--- src/rtl/spi_cfg_sequencer_if.sv ---
// ----------------------------------------------------------------------------
// spi_cfg_sequencer_if
//
// APB write-side bus between the configuration sequencer (master) and the
// APB port of the SPI controller (slave).
//
//   PSEL     master -> slave   select
//   PENABLE  master -> slave   access phase
//   PWRITE   master -> slave   write strobe (always 1 while PSEL=1)
//   PADDR    master -> slave   16-bit register address
//   PWDATA   master -> slave   8-bit write data
//   PREADY   slave  -> master  transfer complete
// ----------------------------------------------------------------------------
interface spi_cfg_sequencer_if;
    logic        PSEL;
    logic        PENABLE;
    logic        PWRITE;
    logic [15:0] PADDR;
    logic [7:0]  PWDATA;
    logic        PREADY;

    modport master (
        output PSEL, PENABLE, PWRITE, PADDR, PWDATA,
        input  PREADY
    );

    modport slave (
        input  PSEL, PENABLE, PWRITE, PADDR, PWDATA,
        output PREADY
    );
endinterface

--- src/rtl/spi_cfg_sequencer.sv ---
// ----------------------------------------------------------------------------
// spi_cfg_sequencer
//
// APB master that downloads the 10-byte SPI-slave configuration in hardware.
// Every byte goes out as three APB writes (CONFIG, TX, CMD register),
// followed by a fixed idle gap covering the SPI byte time. o_CONFIG frames
// the whole download, with a setup/hold margin on either side.
//
// Ports:
//   i_PCLK      clock
//   i_PRESETn   asynchronous active-low reset
//   i_start     single-cycle pulse, accepted only while idle
//   i_osc_freq  oscillator frequency byte   (latched on accept)
//   i_arthur    arthur bits byte            (latched on accept)
//   i_cnt_rx    RX count                    (latched on accept)
//   i_cnt_tx    TX count                    (latched on accept)
//   apb         APB master port (PSEL/PENABLE/PWRITE/PADDR/PWDATA, PREADY)
//   o_CONFIG    configuration-mode pin to the SPI slave
//   o_busy      high while a download is in progress
//   o_done      one-cycle pulse on successful completion
//   o_err       one-cycle pulse when PREADY never arrives within TIMEOUT
// ----------------------------------------------------------------------------
module spi_cfg_sequencer #(
    parameter logic [15:0] BASE_ADDR = 16'h0040,
    parameter logic [7:0]  CFG_WORD  = 8'h0D,
    parameter logic [7:0]  CMD_WORD  = 8'h02,
    parameter int unsigned BYTE_GAP  = 72,
    parameter int unsigned CFG_SETUP = 3,
    parameter int unsigned CFG_HOLD  = 3,
    parameter int unsigned TIMEOUT   = 255
) (
    input  logic                       i_PCLK,
    input  logic                       i_PRESETn,
    input  logic                       i_start,
    input  logic [7:0]                 i_osc_freq,
    input  logic [7:0]                 i_arthur,
    input  logic [15:0]                i_cnt_rx,
    input  logic [15:0]                i_cnt_tx,
    spi_cfg_sequencer_if.master        apb,
    output logic                       o_CONFIG,
    output logic                       o_busy,
    output logic                       o_done,
    output logic                       o_err
);
    // One shared counter serves every timed state; size it for the longest.
    localparam int unsigned MAX_A   = (BYTE_GAP > TIMEOUT) ? BYTE_GAP : TIMEOUT;
    localparam int unsigned MAX_B   = (CFG_SETUP > CFG_HOLD) ? CFG_SETUP : CFG_HOLD;
    localparam int unsigned CNT_MAX = (MAX_A > MAX_B) ? MAX_A : MAX_B;
    localparam int unsigned CNT_W   = (CNT_MAX > 1) ? $clog2(CNT_MAX) : 1;

    localparam logic [CNT_W-1:0] SETUP_LAST   = CNT_W'(CFG_SETUP - 1);
    localparam logic [CNT_W-1:0] GAP_LAST     = CNT_W'(BYTE_GAP - 1);
    localparam logic [CNT_W-1:0] HOLD_LAST    = CNT_W'(CFG_HOLD - 1);
    localparam logic [CNT_W-1:0] TIMEOUT_LAST = CNT_W'(TIMEOUT - 1);
    localparam logic [3:0]       LAST_BYTE    = 4'd9;
    localparam logic [1:0]       LAST_PHASE   = 2'd2;

    typedef enum logic [3:0] {
        S_IDLE,
        S_CFG_SETUP,
        S_APB_SETUP,
        S_APB_ACCESS,
        S_APB_GAP,
        S_BYTE_WAIT,
        S_CFG_HOLD,
        S_DONE,
        S_ERR
    } state_e;

    state_e           state_q, state_d;
    logic [CNT_W-1:0] cnt_q;
    logic [1:0]       phase_q, phase_d;   // 0: CONFIG, 1: TX, 2: CMD
    logic [3:0]       idx_q, idx_d;       // schedule byte being sent
    logic [15:0]      rx_q, tx_q;
    logic [7:0]       osc_q, arthur_q;
    logic [15:0]      paddr_q;
    logic [7:0]       pwdata_q;
    logic [7:0]       sched_byte;
    logic [15:0]      setup_addr;
    logic [7:0]       setup_data;
    logic             psel, penable;

    // ---------------------------------------------------------------- state
    // NOTE: sequential state uses non-blocking assignments so every register
    // samples the pre-edge values, independent of statement order.
    always_ff @(posedge i_PCLK or negedge i_PRESETn) begin
        if (!i_PRESETn) begin
            state_q <= S_IDLE;
        end else begin
            state_q <= state_d;
        end
    end

    // ----------------------------------------------------------- next state
    // NOTE: every variable gets a default first, so no path leaves one
    // unassigned and no latch is inferred.
    always_comb begin
        state_d = state_q;
        phase_d = phase_q;
        idx_d   = idx_q;
        case (state_q)
            S_IDLE: begin
                if (i_start) begin
                    state_d = S_CFG_SETUP;
                    phase_d = '0;
                    idx_d   = '0;
                end
            end
            S_CFG_SETUP: begin
                if (cnt_q == SETUP_LAST) state_d = S_APB_SETUP;
            end
            S_APB_SETUP: state_d = S_APB_ACCESS;
            S_APB_ACCESS: begin
                // cnt_q counts consecutive ACCESS cycles, all of them with PREADY low.
                if (apb.PREADY)                 state_d = S_APB_GAP;
                else if (cnt_q == TIMEOUT_LAST) state_d = S_ERR;
            end
            S_APB_GAP: begin
                if (phase_q != LAST_PHASE) begin
                    phase_d = phase_q + 2'd1;
                    state_d = S_APB_SETUP;
                end else begin
                    phase_d = '0;
                    state_d = S_BYTE_WAIT;
                end
            end
            S_BYTE_WAIT: begin
                if (cnt_q == GAP_LAST) begin
                    if (idx_q != LAST_BYTE) begin
                        idx_d   = idx_q + 4'd1;
                        state_d = S_APB_SETUP;
                    end else begin
                        state_d = S_CFG_HOLD;
                    end
                end
            end
            S_CFG_HOLD: begin
                if (cnt_q == HOLD_LAST) state_d = S_DONE;
            end
            default: state_d = S_IDLE;   // DONE, ERR
        endcase
    end

    // -------------------------------------------------------------- outputs
    always_comb begin
        psel     = 1'b0;
        penable  = 1'b0;
        o_CONFIG = 1'b0;
        o_busy   = 1'b0;
        o_done   = 1'b0;
        o_err    = 1'b0;
        case (state_q)
            S_CFG_SETUP, S_APB_GAP, S_BYTE_WAIT, S_CFG_HOLD: begin
                o_CONFIG = 1'b1;
                o_busy   = 1'b1;
            end
            S_APB_SETUP: begin
                o_CONFIG = 1'b1;
                o_busy   = 1'b1;
                psel     = 1'b1;
            end
            S_APB_ACCESS: begin
                o_CONFIG = 1'b1;
                o_busy   = 1'b1;
                psel     = 1'b1;
                penable  = 1'b1;
            end
            S_DONE:  o_done = 1'b1;
            S_ERR:   o_err  = 1'b1;
            default: ;
        endcase
    end

    assign apb.PSEL    = psel;
    assign apb.PENABLE = penable;
    assign apb.PWRITE  = psel;
    assign apb.PADDR   = paddr_q;
    assign apb.PWDATA  = pwdata_q;

    // ------------------------------------------------------------- datapath
    always_comb begin
        case (idx_d)
            4'd0:    sched_byte = 8'hF8;
            4'd1:    sched_byte = rx_q[15:8];
            4'd2:    sched_byte = rx_q[7:0];
            4'd3:    sched_byte = 8'hF9;
            4'd4:    sched_byte = tx_q[15:8];
            4'd5:    sched_byte = tx_q[7:0];
            4'd6:    sched_byte = 8'hFA;
            4'd7:    sched_byte = osc_q;
            4'd8:    sched_byte = 8'hFB;
            default: sched_byte = arthur_q;
        endcase
    end

    always_comb begin
        case (phase_d)
            2'd0: begin
                setup_addr = BASE_ADDR;
                setup_data = CFG_WORD;
            end
            2'd1: begin
                setup_addr = BASE_ADDR + 16'd4;
                setup_data = sched_byte;
            end
            default: begin
                setup_addr = BASE_ADDR + 16'd12;
                setup_data = CMD_WORD;
            end
        endcase
    end

    // NOTE: reset is asynchronous, so an abort drops PSEL/CONFIG without a clock.
    always_ff @(posedge i_PCLK or negedge i_PRESETn) begin
        if (!i_PRESETn) begin
            cnt_q    <= '0;
            phase_q  <= '0;
            idx_q    <= '0;
            rx_q     <= '0;
            tx_q     <= '0;
            osc_q    <= '0;
            arthur_q <= '0;
            paddr_q  <= '0;
            pwdata_q <= '0;
        end else begin
            phase_q <= phase_d;
            idx_q   <= idx_d;

            // Every state entry restarts the count; idle does not count.
            if (state_d != state_q)     cnt_q <= '0;
            else if (state_q != S_IDLE) cnt_q <= cnt_q + CNT_W'(1);

            if (state_q == S_IDLE && i_start) begin
                rx_q     <= i_cnt_rx;
                tx_q     <= i_cnt_tx;
                osc_q    <= i_osc_freq;
                arthur_q <= i_arthur;
            end

            // Address/data are loaded once on SETUP entry and then held through
            // ACCESS and every idle cycle until the next transfer.
            if (state_d == S_APB_SETUP) begin
                paddr_q  <= setup_addr;
                pwdata_q <= setup_data;
            end
        end
    end
endmodule

--- src/flat_wrapper.sv ---
// flat-port wrapper written by rule: the top's interface ports become plain ports
module spi_cfg_sequencer_flat 
#(
    parameter logic [15:0] BASE_ADDR = 16'h0040,
    parameter logic [7:0]  CFG_WORD  = 8'h0D,
    parameter logic [7:0]  CMD_WORD  = 8'h02,
    parameter int unsigned BYTE_GAP  = 72,
    parameter int unsigned CFG_SETUP = 3,
    parameter int unsigned CFG_HOLD  = 3,
    parameter int unsigned TIMEOUT   = 255
)
  (i_PCLK, i_PRESETn, i_start, i_osc_freq, i_arthur, i_cnt_rx, i_cnt_tx, o_CONFIG, o_busy, o_done, o_err, apb_PSEL, apb_PENABLE, apb_PWRITE, apb_PADDR, apb_PWDATA, apb_PREADY);
  spi_cfg_sequencer_if apb_i ();
  input  logic i_PCLK;
  input  logic i_PRESETn;
  input  logic i_start;
  input  logic [7:0] i_osc_freq;
  input  logic [7:0] i_arthur;
  input  logic [15:0] i_cnt_rx;
  input  logic [15:0] i_cnt_tx;
  output logic o_CONFIG;
  output logic o_busy;
  output logic o_done;
  output logic o_err;
  output wire logic [$bits(apb_i.PSEL)-1:0] apb_PSEL;
  output wire logic [$bits(apb_i.PENABLE)-1:0] apb_PENABLE;
  output wire logic [$bits(apb_i.PWRITE)-1:0] apb_PWRITE;
  output wire logic [$bits(apb_i.PADDR)-1:0] apb_PADDR;
  output wire logic [$bits(apb_i.PWDATA)-1:0] apb_PWDATA;
  input wire logic [$bits(apb_i.PREADY)-1:0] apb_PREADY;
  assign apb_PSEL = apb_i.PSEL;
  assign apb_PENABLE = apb_i.PENABLE;
  assign apb_PWRITE = apb_i.PWRITE;
  assign apb_PADDR = apb_i.PADDR;
  assign apb_PWDATA = apb_i.PWDATA;
  assign apb_i.PREADY = apb_PREADY;
  spi_cfg_sequencer #(.BASE_ADDR(BASE_ADDR), .CFG_WORD(CFG_WORD), .CMD_WORD(CMD_WORD), .BYTE_GAP(BYTE_GAP), .CFG_SETUP(CFG_SETUP), .CFG_HOLD(CFG_HOLD), .TIMEOUT(TIMEOUT)) u_core (.i_PCLK(i_PCLK), .i_PRESETn(i_PRESETn), .i_start(i_start), .i_osc_freq(i_osc_freq), .i_arthur(i_arthur), .i_cnt_rx(i_cnt_rx), .i_cnt_tx(i_cnt_tx), .apb(apb_i), .o_CONFIG(o_CONFIG), .o_busy(o_busy), .o_done(o_done), .o_err(o_err));
endmodule
--- config.mk ---
export PLATFORM = sky130hd
export DESIGN_NAME = spi_cfg_sequencer_flat
export DESIGN_NICKNAME = d
export VERILOG_FILES = /design/src/rtl/spi_cfg_sequencer_if.sv /design/src/rtl/spi_cfg_sequencer.sv /design/src/flat_wrapper.sv
export SDC_FILE = /design/constraint.sdc
export NUM_CORES = 1
export LEC_CHECK = 0
export BUFFER_PORTS_ARGS = -buffer_cell sky130_fd_sc_hd__buf_2
export CORE_AREA = 2 2 121 123
export DETAILED_ROUTE_END_ITERATION = 6
export DIE_AREA = 0 0 123 125
export PLACE_DENSITY = 0.6
export REMOVE_ABC_BUFFERS = 1
export SLEW_MARGIN = 20
export SYNTH_ARGS = -nofsm -noshare
export SYNTH_HDL_FRONTEND = slang
export SYNTH_SLANG_ARGS = --single-unit
export TNS_END_PERCENT = 100
--- constraint.sdc ---
create_clock -name i_PCLK -period 3.4 [get_ports i_PCLK]
set_clock_uncertainty 0.05 [all_clocks]
set_input_delay 0.17 -clock i_PCLK [delete_from_list [all_inputs] [get_ports i_PCLK]]
set_output_delay 0.17 -clock i_PCLK [all_outputs]
set_load 0.05 [all_outputs]
==> run metrics <==
status=finished clean; Wirelength per Cell=15.5 microns; CP arrival=3030 ps; Congestion Overflow GR=0; Netlist Area Pre-Place=0.00412 sq mm; Root Driver=clkbuf_16; WP buf/inv=1; CTS clock-pin slew for the worst setup and hold paths=60 ps; worst vdd ir=0.268 mV; Ant. Diodes=0; CP max stage delay=640 ps; startpoint types=flip-flop; Worst EP required=3560 ps; Max FO, Critical Path=16; post-place instance area=0.00457 sq mm; Rel. slew slack=0.338; share of layout cells above drive strength 1=0.372; global-route wire length before repair=16,000 microns; nets@finish=494; chip height=125 microns; Highest Clock Rate=348 MHz; clk sink count=77; final slew viol count=0; final wirelength=9720 microns; TNS Setup=0 ps; GR Layer Usage met1=0.184; syn avg cell area=11.1 sq um; min Tclk post-route=2870 ps; Port Buf Inserts=69; synthesized flop and latch total=77; crit path cell chain=or4_4, o21ai_1, mux2_4, inv_4, nor3_4, nor3_1, nor3_1, o31ai_1; hold_ws=12.6 ps; Hold Crit Depth=2; Post-Place Cells=609; Initial Utilization=0.290; First-pass DRT Iterations=5; Largest delay share family, worst path=simple AND/OR/NAND/NOR gates; Core Rows=44; initial DRC count=168; busiest grt layer=met2; Least-Margin Pin Slew=993 ps; postcts setup bufs=0; kind of critical path=flip-flop to flip-flop; Final Hold Fails=0; initial antenna violation count=0; htree depth=3; largest net degree at the start of global routing=78; GPL Wtd Cong=0.815; final setup fails=0; die width=123 microns; post-synthesis sequential area ratio=0.468; M3 GR Usage=0.0338; GRT Overall Usage=0.133; detailed placement HPWL=7250 microns; unrepaired setup endpoints after global routing=false; Mapped Cells=372; P per Cell Area=907 mW/mm^2; library cells used by synthesis=67; number of max-cap violations=0; met2 usage=0.203; Reg2Reg Depth=8; Critical Path Stages=8; vias in the first global route=3,098; post-CTS sizing=0; Max clock buf depth=2; synth warn=0; Area Growth Syn to Fin=19.6%; Tcrit/Tclk final=0.844; via count=3,027; asr flop ratio synth=1.00; total CTS buffers=9; number of enable flip-flop cells after synthesis=0; DRT antenna net count=0; Leak=2.17 nW; core area=0.0142 sq mm; total power=4.47 mW; CTS tree=done; Slowest cell on crit path=or4_4; vias per cell=4.83; final std cells w/o fill=627; drt drc=0; # IOs=83; worst-skew pair later-pin latency=340 ps; die area=0.0154 sq mm; CP endpoint kind=flip-flop; worst hold-check path type=input pin to flip-flop; Primary FF master, synth=dfrtp_1; Top cell by count, worst path=nor3_1; fin area=0.00492 sq mm
[where the power goes]
group / internal, mW / leakage, nW / switching, mW / total (mW)
Clock: 0.684 / 0.162 / 0.376 / 1.06
Sequential: 1.31 / 0.942 / 0.284 / 1.59
Combinational: 0.768 / 1.07 / 1.05 / 1.82
Total: 2.76 / 2.17 / 1.71 / 4.47
[per-layer routing]
| layer | wire, microns | part of all wire |
|---|---|---|
| met1 | 4540 | 0.47 |
| met2 | 4510 | 0.46 |
| met3 | 516 | 0.053 |
| met4 | 155 | 0.016 |
| met5 | 0 | 0 |
[final timing paths]
path | startpoint | to | slack [ps]
setup / recovery | u_core.state_q[3]$_DFF_PN0_ | u_core.apb.PWDATA[5]$_DFFE_PN0N_ | 530
hold / removal | i_osc_freq[3] | u_core.osc_q[3]$_DFFE_PN0P_ | 10
setup reg to reg | u_core.state_q[3]$_DFF_PN0_ | u_core.apb.PWDATA[5]$_DFFE_PN0N_ | 530
hold reg to reg | u_core.apb.PADDR[6]$_DFFE_PN0N_ | u_core.apb.PADDR[6]$_DFFE_PN0N_ | 420
max in group asynchronous | i_PRESETn | u_core.state_q[0]$_DFF_PN0_ | 2170
min in group asynchronous | i_PRESETn | u_core.cnt_q[5]$_DFFE_PN0P_ | 460
[what timing repair did]
item | in CTS | in global routing
hold endpoints to repair | 77 | 1
hold buffers | 1 | 1
endpoints found under the setup margin | 0 | 0
[metrics by stage]
stage / setup WS (ps) / util
2_1_floorplan: -88.5 / -
5_1_grt: 350 / 0.347
4_1_cts: 554 / 0.346
6_report: 530 / 0.347
3_5_place_dp: 566 / 0.322
3_3_place_gp: 657 / 0.322
[final cells by class]
type	count	area [sq um]
clock buffer	11	253
clock inverter	5	81.3
fill	1458	9280
inverter	13	53.8
multi-input combinational	262	1980
sequential	77	1930
tap	184	230
timing repair buffer	75	398
[synthesized netlist by cell type, drive strengths merged (2+ instances only)]
master | count | area share
a311oi | 2 | 0.0043
a22o | 5 | 0.011
nand2 | 23 | 0.021
nand2b | 6 | 0.0091
nand3 | 8 | 0.013
nor3 | 18 | 0.026
o32ai | 2 | 0.0043
nor4b | 3 | 0.0064
o31ai | 6 | 0.014
nand4 | 10 | 0.017
nor4 | 4 | 0.0097
o21ai | 12 | 0.015
xor2 | 6 | 0.013
a221oi | 3 | 0.0079
dfrtp | 77 | 0.47
mux2 | 53 | 0.15
o22a | 2 | 0.0043
a211oi | 2 | 0.0049
nor2b | 2 | 0.0030
a31o | 2 | 0.0043
buf | 27 | 0.045
nor4bb | 3 | 0.0073
a21oi | 7 | 0.0085
a31oi | 6 | 0.0091
nor3b | 4 | 0.0073
clkbuf | 5 | 0.0046
ha | 4 | 0.012
nor2 | 28 | 0.026
inv | 13 | 0.013
xnor2 | 2 | 0.0088
and3 | 8 | 0.012
[registers in the layout, summed over array words and instances (netlist names)]
register / cells
u_core.idx_q: 4
u_core.apb.PWDATA: 8
u_core.apb.PADDR: 3
u_core.rx_q: 16
u_core.cnt_q: 8
u_core.tx_q: 16
u_core.phase_q: 2
u_core.state_q: 4
u_core.osc_q: 8
u_core.arthur_q: 8
[layout by cell type, fill, tap and decap left out, types with 9 or more instances in the layout]
| master | Yosys | layout |
|---|---|---|
| mux2_2 | 50 | 50 |
| conb_1 | 1 | 13 |
| nor3_1 | 16 | 16 |
| dfrtp_1 | 77 | 77 |
| nor2_1 | 28 | 28 |
| clkbuf_16 | 0 | 9 |
| nand4_1 | 9 | 9 |
| inv_1 | 10 | 10 |
| nand2_1 | 23 | 22 |
| buf_2 | 4 | 68 |
| o21ai_0 | 9 | 9 |
[cells by family after synthesis]
kind of cell / share of synthesized area
AOI/OAI and AO/OA: 0.104
and+or+nand+nor: 0.178
adders and majority gates: 0.0122
DFF: 0.468
buffers and inverters: 0.0626
xor gates and xnor gates: 0.0216
other: 0.000910
muxes: 0.153
No activity file was read; power rests on OpenSTA's default activity.
